==> src/rtl/serial_subtractor_pkg.sv <==
// Shared definitions for the serial arithmetic blocks: FSM state encodings
// reused by every bit-serial unit so their debug views line up.
package serial_subtractor_pkg;

   typedef enum logic [1:0] {
      ST_IDLE = 2'd0,
      ST_RUN  = 2'd1,
      ST_DONE = 2'd2
   } state_t;

endpackage

==> src/rtl/serial_subtractor_full_subtractor.sv <==
// Combinational 1-bit full subtractor cell: d = a - b - bin, with borrow out.
module full_subtractor (
   input  logic a,
   input  logic b,
   input  logic bin,
   output logic d,
   output logic bout
);

   assign d    = a ^ b ^ bin;
   assign bout = (~a & b) | (~(a ^ b) & bin);

endmodule

==> src/rtl/serial_subtractor.sv <==
// Bit-serial subtractor: {bout,diff} = a - b - bin, one bit per clock, LSB first,
// with valid/ready handshakes on both the operand and the result side.
module serial_subtractor
   import serial_subtractor_pkg::*;
#(
   parameter int WIDTH = 4
) (
   input  logic             clk,
   input  logic             rst,
   input  logic             in_valid,
   output logic             in_ready,
   input  logic [WIDTH-1:0] a,
   input  logic [WIDTH-1:0] b,
   input  logic             bin,
   output logic             out_valid,
   input  logic             out_ready,
   output logic [WIDTH-1:0] diff,
   output logic             bout
);

   localparam int CW = $clog2(WIDTH + 1);

   state_t           state;
   state_t           state_nx;
   logic [WIDTH-1:0] a_sh;
   logic [WIDTH-1:0] b_sh;
   logic             br;
   logic [CW-1:0]    cnt;
   logic             d_bit;
   logic             br_nx;
   logic             last_bit;

   full_subtractor u_cell (
      .a   (a_sh[0]),
      .b   (b_sh[0]),
      .bin (br),
      .d   (d_bit),
      .bout(br_nx)
   );

   // The counter stops at WIDTH-1; that cycle retires the final bit.
   assign last_bit  = (cnt == CW'(WIDTH - 1));
   assign in_ready  = (state == ST_IDLE);
   assign out_valid = (state == ST_DONE);

   always_ff @(posedge clk) begin
      if (rst) begin
         state <= ST_IDLE;
      end else begin
         state <= state_nx;
      end
   end

   always_comb begin
      state_nx = state;
      case (state)
         ST_IDLE: if (in_valid)  state_nx = ST_RUN;
         ST_RUN:  if (last_bit)  state_nx = ST_DONE;
         ST_DONE: if (out_ready) state_nx = ST_IDLE;
         default:                state_nx = ST_IDLE;
      endcase
   end

   // Datapath: operands are captured on acceptance so the upstream side may
   // move on; each RUN cycle shifts one difference bit into diff's MSB.
   always_ff @(posedge clk) begin
      if (rst) begin
         a_sh <= '0;
         b_sh <= '0;
         br   <= 1'b0;
         cnt  <= '0;
         diff <= '0;
         bout <= 1'b0;
      end else begin
         case (state)
            ST_IDLE: begin
               if (in_valid) begin
                  a_sh <= a;
                  b_sh <= b;
                  br   <= bin;
                  cnt  <= '0;
                  diff <= '0;
               end
            end
            ST_RUN: begin
               a_sh <= a_sh >> 1;
               b_sh <= b_sh >> 1;
               br   <= br_nx;
               diff <= {d_bit, diff[WIDTH-1:1]};
               if (last_bit) begin
                  bout <= br_nx;
               end else begin
                  cnt <= cnt + CW'(1);
               end
            end
            default: begin
            end
         endcase
      end
   end

endmodule

==> config.mk <==
export PLATFORM = sky130hd
export DESIGN_NAME = serial_subtractor
export DESIGN_NICKNAME = d
export VERILOG_FILES = /design/src/rtl/serial_subtractor_pkg.sv /design/src/rtl/serial_subtractor_full_subtractor.sv /design/src/rtl/serial_subtractor.sv
export SDC_FILE = /design/constraint.sdc
export NUM_CORES = 1
export LEC_CHECK = 0
export CAP_MARGIN = 20
export CORE_MARGIN = 4
export CORE_UTILIZATION = 52
export CTS_CLUSTER_SIZE = 24
export DETAILED_ROUTE_END_ITERATION = 16
export GPL_ROUTABILITY_DRIVEN = 0
export GPL_TIMING_DRIVEN = 0
export MAX_ROUTING_LAYER = met4
export PLACE_DENSITY = 0.8
export SLEW_MARGIN = 10
export SYNTH_ARGS = -nofsm -noshare
export SYNTH_HDL_FRONTEND = slang
export SYNTH_SLANG_ARGS = --single-unit
==> constraint.sdc <==
create_clock -name clk -period 2 [get_ports clk]
set_input_delay 0.2 -clock clk [delete_from_list [all_inputs] [get_ports clk]]
set_output_delay 0.2 -clock clk [all_outputs]
set_load 0.01 [all_outputs]
* Word-level counts from Yosys, hierarchy flattened *
Index checks and enable logic that the tools add are counted.

cells by class
  add/subtract/negate cells = 1
  equality and inequality tests = 7
  mux-type cells = 15
  bitwise logic cells = 7
  reduce and logical (&&, ||, !) cells = 6

operators with widths
  kind                 count
  $pmux 4 s2           3
  $mux 4               3
  $mux 2               3
  $mux 3               2
  $ne 2x2->1 const B   3
  $pmux 2 s3           1
  $pmux 3 s2           1
  $reduce_and 3->1     2
  $reduce_and 2->1     2
  $add 3x1->3 const B  1
  $eq 3x2->1 const B   1
  $and 1x1->1          2
  $eq 2x1->1 const B   1
  $eq 2x2->1 const B   1
  $logic_not 2->1      1
  $ne 2x1->1 const B   1
  $not 1->1            2
  $pmux 1 s2           1
  $reduce_bool 2->1    1
  $xor 1x1->1          2
  $mux 1               1
  $or 1x1->1           1

word-level totals
  bits in registers = 19
  output and inout port bits = 7
  logic and storage cells = 43

* Depth between registers and ports, before layout *
Gate-level depths: netlist of run 1.

  depth in word-level cells = 5
  depth in mapped cells = 5

* Modules after synthesis *
Synthesis of run 1 repeated with hierarchy kept, for this count alone.

unflattened totals
  cell total of the unflattened synthesis = 89
  area, all modules = 905.9 um^2

by module, submodules not included
  module             instances  cells each  area an instance (um^2)  seq. area each (um^2)
  serial_subtractor  1          85          874.6                    380.4
  full_subtractor    1          4           31.3                     0.0

* Worst setup path after synthesis of run 1 *
OpenSTA, ideal clock, no wires.

  path kind = reg2reg
  start = register cnt[0]
  end = register cnt[1]
  library setup time = 0.124 ns
  arrival time = 1.205 ns
  data required time = 1.876 ns
  path slack = 0.671 ns
  cell stages (with the launch flop) = 6
  period minus slack after synthesis = 1.329 ns
  cells stage by stage = dfxtp_1 > ha_1 > ha_1 > or2b_1 > a21oi_2 > o21ai_0

on the way
  cells in the longest elaborated chain, start to end = 3
  elaborated cells between the ends (all ways) = 6
  classes of those cells = add/sub (1); eq/ne (2); mux (2); reduce/logical (1)

ends and longest elaborated chain
  element                                                line                                              RTL
  start, declared                                        serial_subtractor.sv:28                           logic [CW-1:0] cnt;
  start signal, assigned                                 serial_subtractor.sv:93                           cnt <= cnt + CW'(1);
  $add 3x1->3 / $eq 3x2->1 (equally long branches)       serial_subtractor.sv:93, serial_subtractor.sv:42
  $mux 3 / $ne 2x2->1 (equally long branches)            n/a
  $pmux 3 s2 / $reduce_and 3->1 (equally long branches)  n/a

Parallel ways exist; a longest one is shown, timed or not. The select of a mux whose other input is x is not followed.
A chain may end at the register's enable or synchronous reset.

* Final worst setup path of run 1 *
  start = register state[0]
  end = output port in_ready

on the way
  cells in the longest elaborated chain, start to end = 1

ends and longest elaborated chain
  element                 line                     RTL
  start, declared         serial_subtractor.sv:23  state_t state;
  start signal, assigned  serial_subtractor.sv:50  state <= state_nx;
  $logic_not 2->1         serial_subtractor.sv:43  assign in_ready = (state == ST_IDLE);
  end, declared           serial_subtractor.sv:11  output logic in_ready,

Every way passes these cells.

==> results of run 1 <==
## Yosys cell counts
cell and number:
clkbuf_1 1, nand3_1 1, a311oi_2 1, ha_1 2, o22ai_1 1, nand4bb_1 2, or2b_1 1, a21oi_1 2
nand2_1 1, buf_4 1, nand2b_1 3, buf_2 1, and2b_1 1, buf_6 3, a21oi_2 2, inv_1 5
o21ba_4 1, a211oi_1 4, a211oi_2 3, o32ai_1 1, o21ai_0 3, fa_1 1, nor2b_1 2, nor2_1 15
dfxtp_1 19, a22oi_1 5, mux2i_1 7, o21bai_1 1
## worst max-delay path by stage
stage,to,cells past startpoint,from
after floorplan,cnt[1],5,cnt[0]
after global placement,diff[0],4,rst
after detailed placement,diff[2],4,rst
after CTS,in_ready,3,state[0]
after global routing,in_ready,3,state[0]
final,in_ready,3,state[0]
## per-layer routing
layer / share of wire / wire (microns)
met5: 0 / 0
met4: 0.0075 / 13
met3: 0.052 / 91
met2: 0.44 / 762
met1: 0.50 / 869
## flip-flops by register name (all words and copies together) (netlist names)
register,cells
a_sh,4
state,2
cnt,3
br,1
diff,4
bout,1
b_sh,4
## kinds of logic after synthesis
logic type / Yosys count / synth area share
multiplexers: 7 / 0.07789
buffers and inverters: 11 / 0.07649
AO/OA/AOI/OAI: 24 / 0.2239
adder cells (fa/ha/maj): 3 / 0.05007
flip-flops: 19 / 0.4228
AND/OR/NAND/NOR: 26 / 0.1488
## worst max-delay path, stage by stage (launching register included)
cell	delay (ps)
dfxtp_1	390
buf_6	180
nor2_1	100
clkdlybuf4s50_1	530
## cell type report
| type | instances | share of cell area |
|---|---|---|
| Buffer | 6 | 0.04405 |
| Clock buffer | 4 | 0.02313 |
| Sequential cell | 19 | 0.3348 |
| Tap cell | 16 | 0.01762 |
| Inverter | 5 | 0.01652 |
| Multi-Input combinational cell | 60 | 0.3965 |
| Timing Repair Buffer | 19 | 0.1674 |
## power groups by stage
stage | clock network, mW | logic (mW) | registers [mW]
6_report | 0.191 | 0.148 | 0.415
5_1_grt | 0.207 | 0.162 | 0.419
4_1_cts | 0.191 | 0.149 | 0.415
3_5_place_dp | 0 | 0.147 | 0.424
3_3_place_gp | 0 | 0.145 | 0.423
2_1_floorplan | 0 | 0.0956 | 0.422
==> flow_summary_export.csv, run 1 <==
group,metric,value,unit
run_status,status,"finished, final reports clean",
timing,finalSetupTns,0,ps
finish,mostFrequentLayoutCells,"dfxtp_1 (19), clkdlybuf4s50_1 (19), nor2_1 (15)",
global_route,met2_usage,0.2313,
detailed_routing,drt_first_iter_violations,2,
timing,finalClockSkew,4.065,ps
critical_path,path_max_fanout,10,
global_route,track_usage,0.1558,
pwr,pwr-share-comb,0.196,
finish,seq_area,380.4,sq um
clock_tree,clkTransAtPathRegs,110,ps
finish,diodes,0,
die,dieWidth,49.60,microns
critical_path,reg2reg_to,"cnt[1]",
critical_path,arrival,1500,ps
critical_path,ff2ff_path_depth,5,
yosys,synth.area.top_cells,"dfxtp_1 (42%), mux2i_1 (7.8%), nor2_1 (6.3%)",
pwr,p_int,0.5565,mW
global_route,antenna_found_initial,0,
finish,multi_input_area,450.4,sq um
global_route,grt_busiest_layer,"met2",
timing,hold-worst-slack,484.3,ps
timing,finalHoldViolCount,0,
die,die_area,2460,sq um
finish,syn2layout_area_growth,26.29,%
pwr,seqPwrFrac,0.551,
timing,setup_ws,303.8,ps
detailed_routing,drc_errors,0,
pwr,powerDensity,663.6,nW/um^2
placement,dp_hpwl,1295,microns
worst_hold_path,whs_endpoint,"a_sh[3]",
clock_tree,hold_buffers,0,
worst_hold_path,hold_path.class,"flop to flop",
yosys,syn_area,899.6,sq um
global_route,grt_start_max_net_pins,11,
finish,drive_above_1_share,0.1327,
timing,slew_headroom,0.6313,
die,die_h,49.60,microns
finish,fill_cells,128,
critical_path,cp-end-kind,"output port",
run,cap_violations,0,
placement,io_buffer_count,19,
yosys,synth_fp_nets,106,
yosys,syn_avg_cell_area,9.996,sq um
finish,final_cells,129,
global_route,met3_usage,0.04819,
finish,fin_util,0.7206,
timing,worst_slew_pin_slew,553.1,ps
finish,nNetsFinal,130,
worst_hold_path,hp-start,"a_sh[3]",
detailed_routing,drtAntennaViolNets,0,
critical_path,r2r-start,"cnt[0]",
pwr,p_sw_frac,0.2619,
die,num_rows,14,
yosys,synth-seq-cells,19,
timing,finalSetupViolations,0,
global_route,grt_pass1_wl,2973,microns
yosys,synth_top_area_share,0.4228,
pwr,vdd_drop_max,0.5331,mV
timing,fin_crit_sh,0.8481,
global_route,grt_pass1_vias,687,
yosys,synthCells,90,
timing,drv_slew,0,
clock_tree,cts_tree,"yes",
yosys,synth_top_area_cell,"dfxtp_1",
yosys,synth_warnings,0,
clock_tree,cts_setup_buffers,0,
pwr,p_sw,0.1975,mW
yosys,synth_cell_type_count,28,
clock_tree,cts_sinks,19,
timing,rsz0062_at_grt,"false",
detailed_routing,firstDrtPassIters,4,
placement,pre_cts_slack,386.0,ps
clock_tree,cts.path.max_buffers,2,
yosys,ys_seq_area_frac,0.4228,
detailed_routing,wl_per_cell,13.47,microns
critical_path,critical_path_class,"flop to output port",
clock_tree,cts_root_buf,"clkbuf_4",
critical_path,critPathRequiredTime,1800,ps
pwr,p_leak,0.4332,nW
pwr,power.total,0.7540,mW
timing,fmax,589.5,MHz
clock_tree,numCtsBuffers,3,
die,start_util,0.5706,
detailed_routing,vias,712,
pwr,power_frac_clock,0.253,
worst_hold_path,min_delay_path_depth,2,
global_route,grtUsageMet1,0.2040,
die,core_area,1577,sq um
global_route,grt_overflow,0,
die,ioPinCount,20,
detailed_routing,viasPerCell,5.519,
timing,min_period,1696,ps
critical_path,regToRegSetupSlack,530,ps
finish,fin_area,1136,sq um
clock_tree,clkLatencyLatePin,290,ps
detailed_routing,wirelength,1737,microns
placement,dp.cells,125,
clock_tree,cts-htree-levels,1,
critical_path,start_kind,"flop",
placement,placed_area,1110,sq um
clock_tree,cts-resized-gates,0,
Power figures use the tool's default switching activity.
==> run 2: changes to the inputs <==
CORE_UTILIZATION = 43   (was 52)
PLACE_DENSITY = 0.71   (was 0.8)
clock period = 1.54 ns   (was 2 ns; I/O delays follow)
==> run 2 against run 1 <==
Sequential power is 30% higher. Non-clock buffer count stayed put. Flip-flop and latch count stayed put. Via count is 0.28% lower. Critical path type is now flop to flop.
==> flow_summary_export.csv, run 2 (synthesis results as in run 1) <==
group,metric,value,unit
critical_path,critical_path_class,"flop to flop",
finish,diodes,0,
critical_path,cp_slowest_cell,"dfxtp_1",
detailed_routing,wl_met1,783,microns
clock_tree,clkTransAtPathRegs,100,ps
pwr,vdd_drop_max,0.5282,mV
clock_tree,numCtsBuffers,3,
global_route,antenna_found_initial,0,
finish,nNetsFinal,130,
finish,drive_above_1_share,0.1504,
detailed_routing,firstDrtPassIters,4,
critical_path,worstSetupStartpoint,"cnt[0]",
clock_tree,cts_sinks,19,
placement,io_buffer_count,19,
run_status,status,"finished, final reports clean",
finish,syn2layout_area_growth,27.96,%
critical_path,cp-end-kind,"flop",
global_route,grt_overflow,0,
timing,worst_slew_pin_slew,510.1,ps
die,ioPinCount,20,
clock_tree,cts-htree-levels,1,
clock_tree,cts.path.max_buffers,2,
detailed_routing,wl_per_cell,12.21,microns
global_route,grt_pass1_vias,685,
timing,rsz0062_at_grt,"false",
detailed_routing,viasPerCell,5.071,
detailed_routing,drtAntennaViolNets,0,
run,cap_violations,0,
critical_path,crit_buf_inv,0,
detailed_routing,drc_errors,0,
timing,fmax,700.1,MHz
pwr,powerDensity,847.2,nW/um^2
pwr,power.total,0.9752,mW
die,core_area,1982,sq um
clock_tree,hold_buffers,0,
detailed_routing,route.met3.wl,87,microns
clock_tree,cts_setup_buffers,0,
detailed_routing,vias,710,
timing,slew_headroom,0.6600,
worst_hold_path,hold_path.class,"input pin to flop",
die,dieWidth,53.74,microns
critical_path,critPathRequiredTime,1730,ps
finish,mostFrequentLayoutCells,"dfxtp_1 (18), clkdlybuf4s50_1 (17), nor2_1 (15)",
timing,min_period,1428,ps
clock_tree,cts_root_buf,"clkbuf_4",
critical_path,path_max_fanout,5,
critical_path,regToRegSetupSlack,110,ps
timing,finalSetupTns,0,ps
timing,hold-worst-slack,466.2,ps
finish,layout_commonest_cell,"dfxtp_1",
global_route,grt_pass1_wl,2953,microns
clock_tree,clkLatencyLatePin,290,ps
critical_path,start_kind,"flop",
placement,dp.cells,136,
pwr,p_leak,0.4369,nW
timing,drv_slew,0,
finish,final_cells,140,
critical_path,arrival,1610,ps
timing,finalHoldViolCount,0,
detailed_routing,wl_met2,802,microns
critical_path,critical-path-max-stage-delay,350,ps
die,die_h,53.74,microns
placement,dp_hpwl,1295,microns
critical_path,r2r-start,"cnt[0]",
timing,finalSetupViolations,0,
worst_hold_path,hp-start,"a[3]",
global_route,grt_start_max_net_pins,11,
timing,fin_crit_sh,0.9275,
critical_path,crit_chain,"ha_1, ha_2, or2b_1, a21oi_2, o21ai_0",
clock_tree,cts_tree,"yes",
detailed_routing,routed.top_layer,"met4",
die,start_util,0.4539,
detailed_routing,drt_first_iter_violations,17,
global_route,track_usage,0.1479,
timing,finalClockSkew,5.005,ps
finish,fin_util,0.5808,
detailed_routing,wirelength,1709,microns
finish,reg.largest.list,"a_sh: 4 flops, b_sh: 4 flops, diff: 4 flops",
die,die_area,2888,sq um
die,num_rows,16,
critical_path,critPathTopFamily,"adder cells",
==> run 2: cell types whose count changed in the layout (fill, tap and decap cells not counted), sizes merged <==
cell	delta
dlygate4sd2	+2
clkdlybuf4s50	-2
==> run 2: final cells by class <==
class / count / area [sq um]
fillers: 176 / 830.8
multi-input cells: 60 / 452.9
flip-flops and latches: 19 / 381.6
repair buffers: 19 / 187.7
plain buffers: 6 / 50.05
well taps: 27 / 33.78
clock buffers: 4 / 26.28
inverters: 5 / 18.77
==> run 2: final timing paths <==
| check | endpoint | cells after the start |
|---|---|---|
| setup / recovery | cnt[1] | 5 |
| hold / removal | a_sh[3] | 3 |
| setup reg to reg | cnt[1] | 5 |
| hold reg to reg | a_sh[3] | 2 |
==> run 2: what timing repair did <==
item,CTS,global route
endpoints found under the hold margin,0,0
pin swaps,0,1
gates resized for setup,3,1
endpoints found under the setup margin,2,1
==> run 2: tightest hold or removal path, cell delays in order <==
cell and delay (ps):
clkdlybuf4s50_1 410, nand4bb_1 100, a21oi_1 50
==> run 2: report_power, final <==
part,switching [mW],total [mW],internal (mW)
clock,0.146,0.247,0.101
sequential,0.0196,0.540,0.521
combinational,0.0878,0.188,0.100
total,0.254,0.975,0.722
==> run 2: stage by stage <==
| stage | area [sq um] | worst slack (ps) |
|---|---|---|
| global route | 1151 | 38.80 |
| finish | 1151 | 111.6 |
| global placement | 1124 | 33.22 |
| CTS | 1149 | 65.63 |
| detailed placement | 1124 | 27.51 |
| floorplan | 899.6 | 211.1 |
==> run 2: layer usage <==
metal | global-route usage | vias to the layer above
met5 | - | -
met1 | 0.1858 | 319
li1 | - | 372
met2 | 0.2117 | 15
met3 | 0.03047 | 4
met4 | 0.09787 | 0
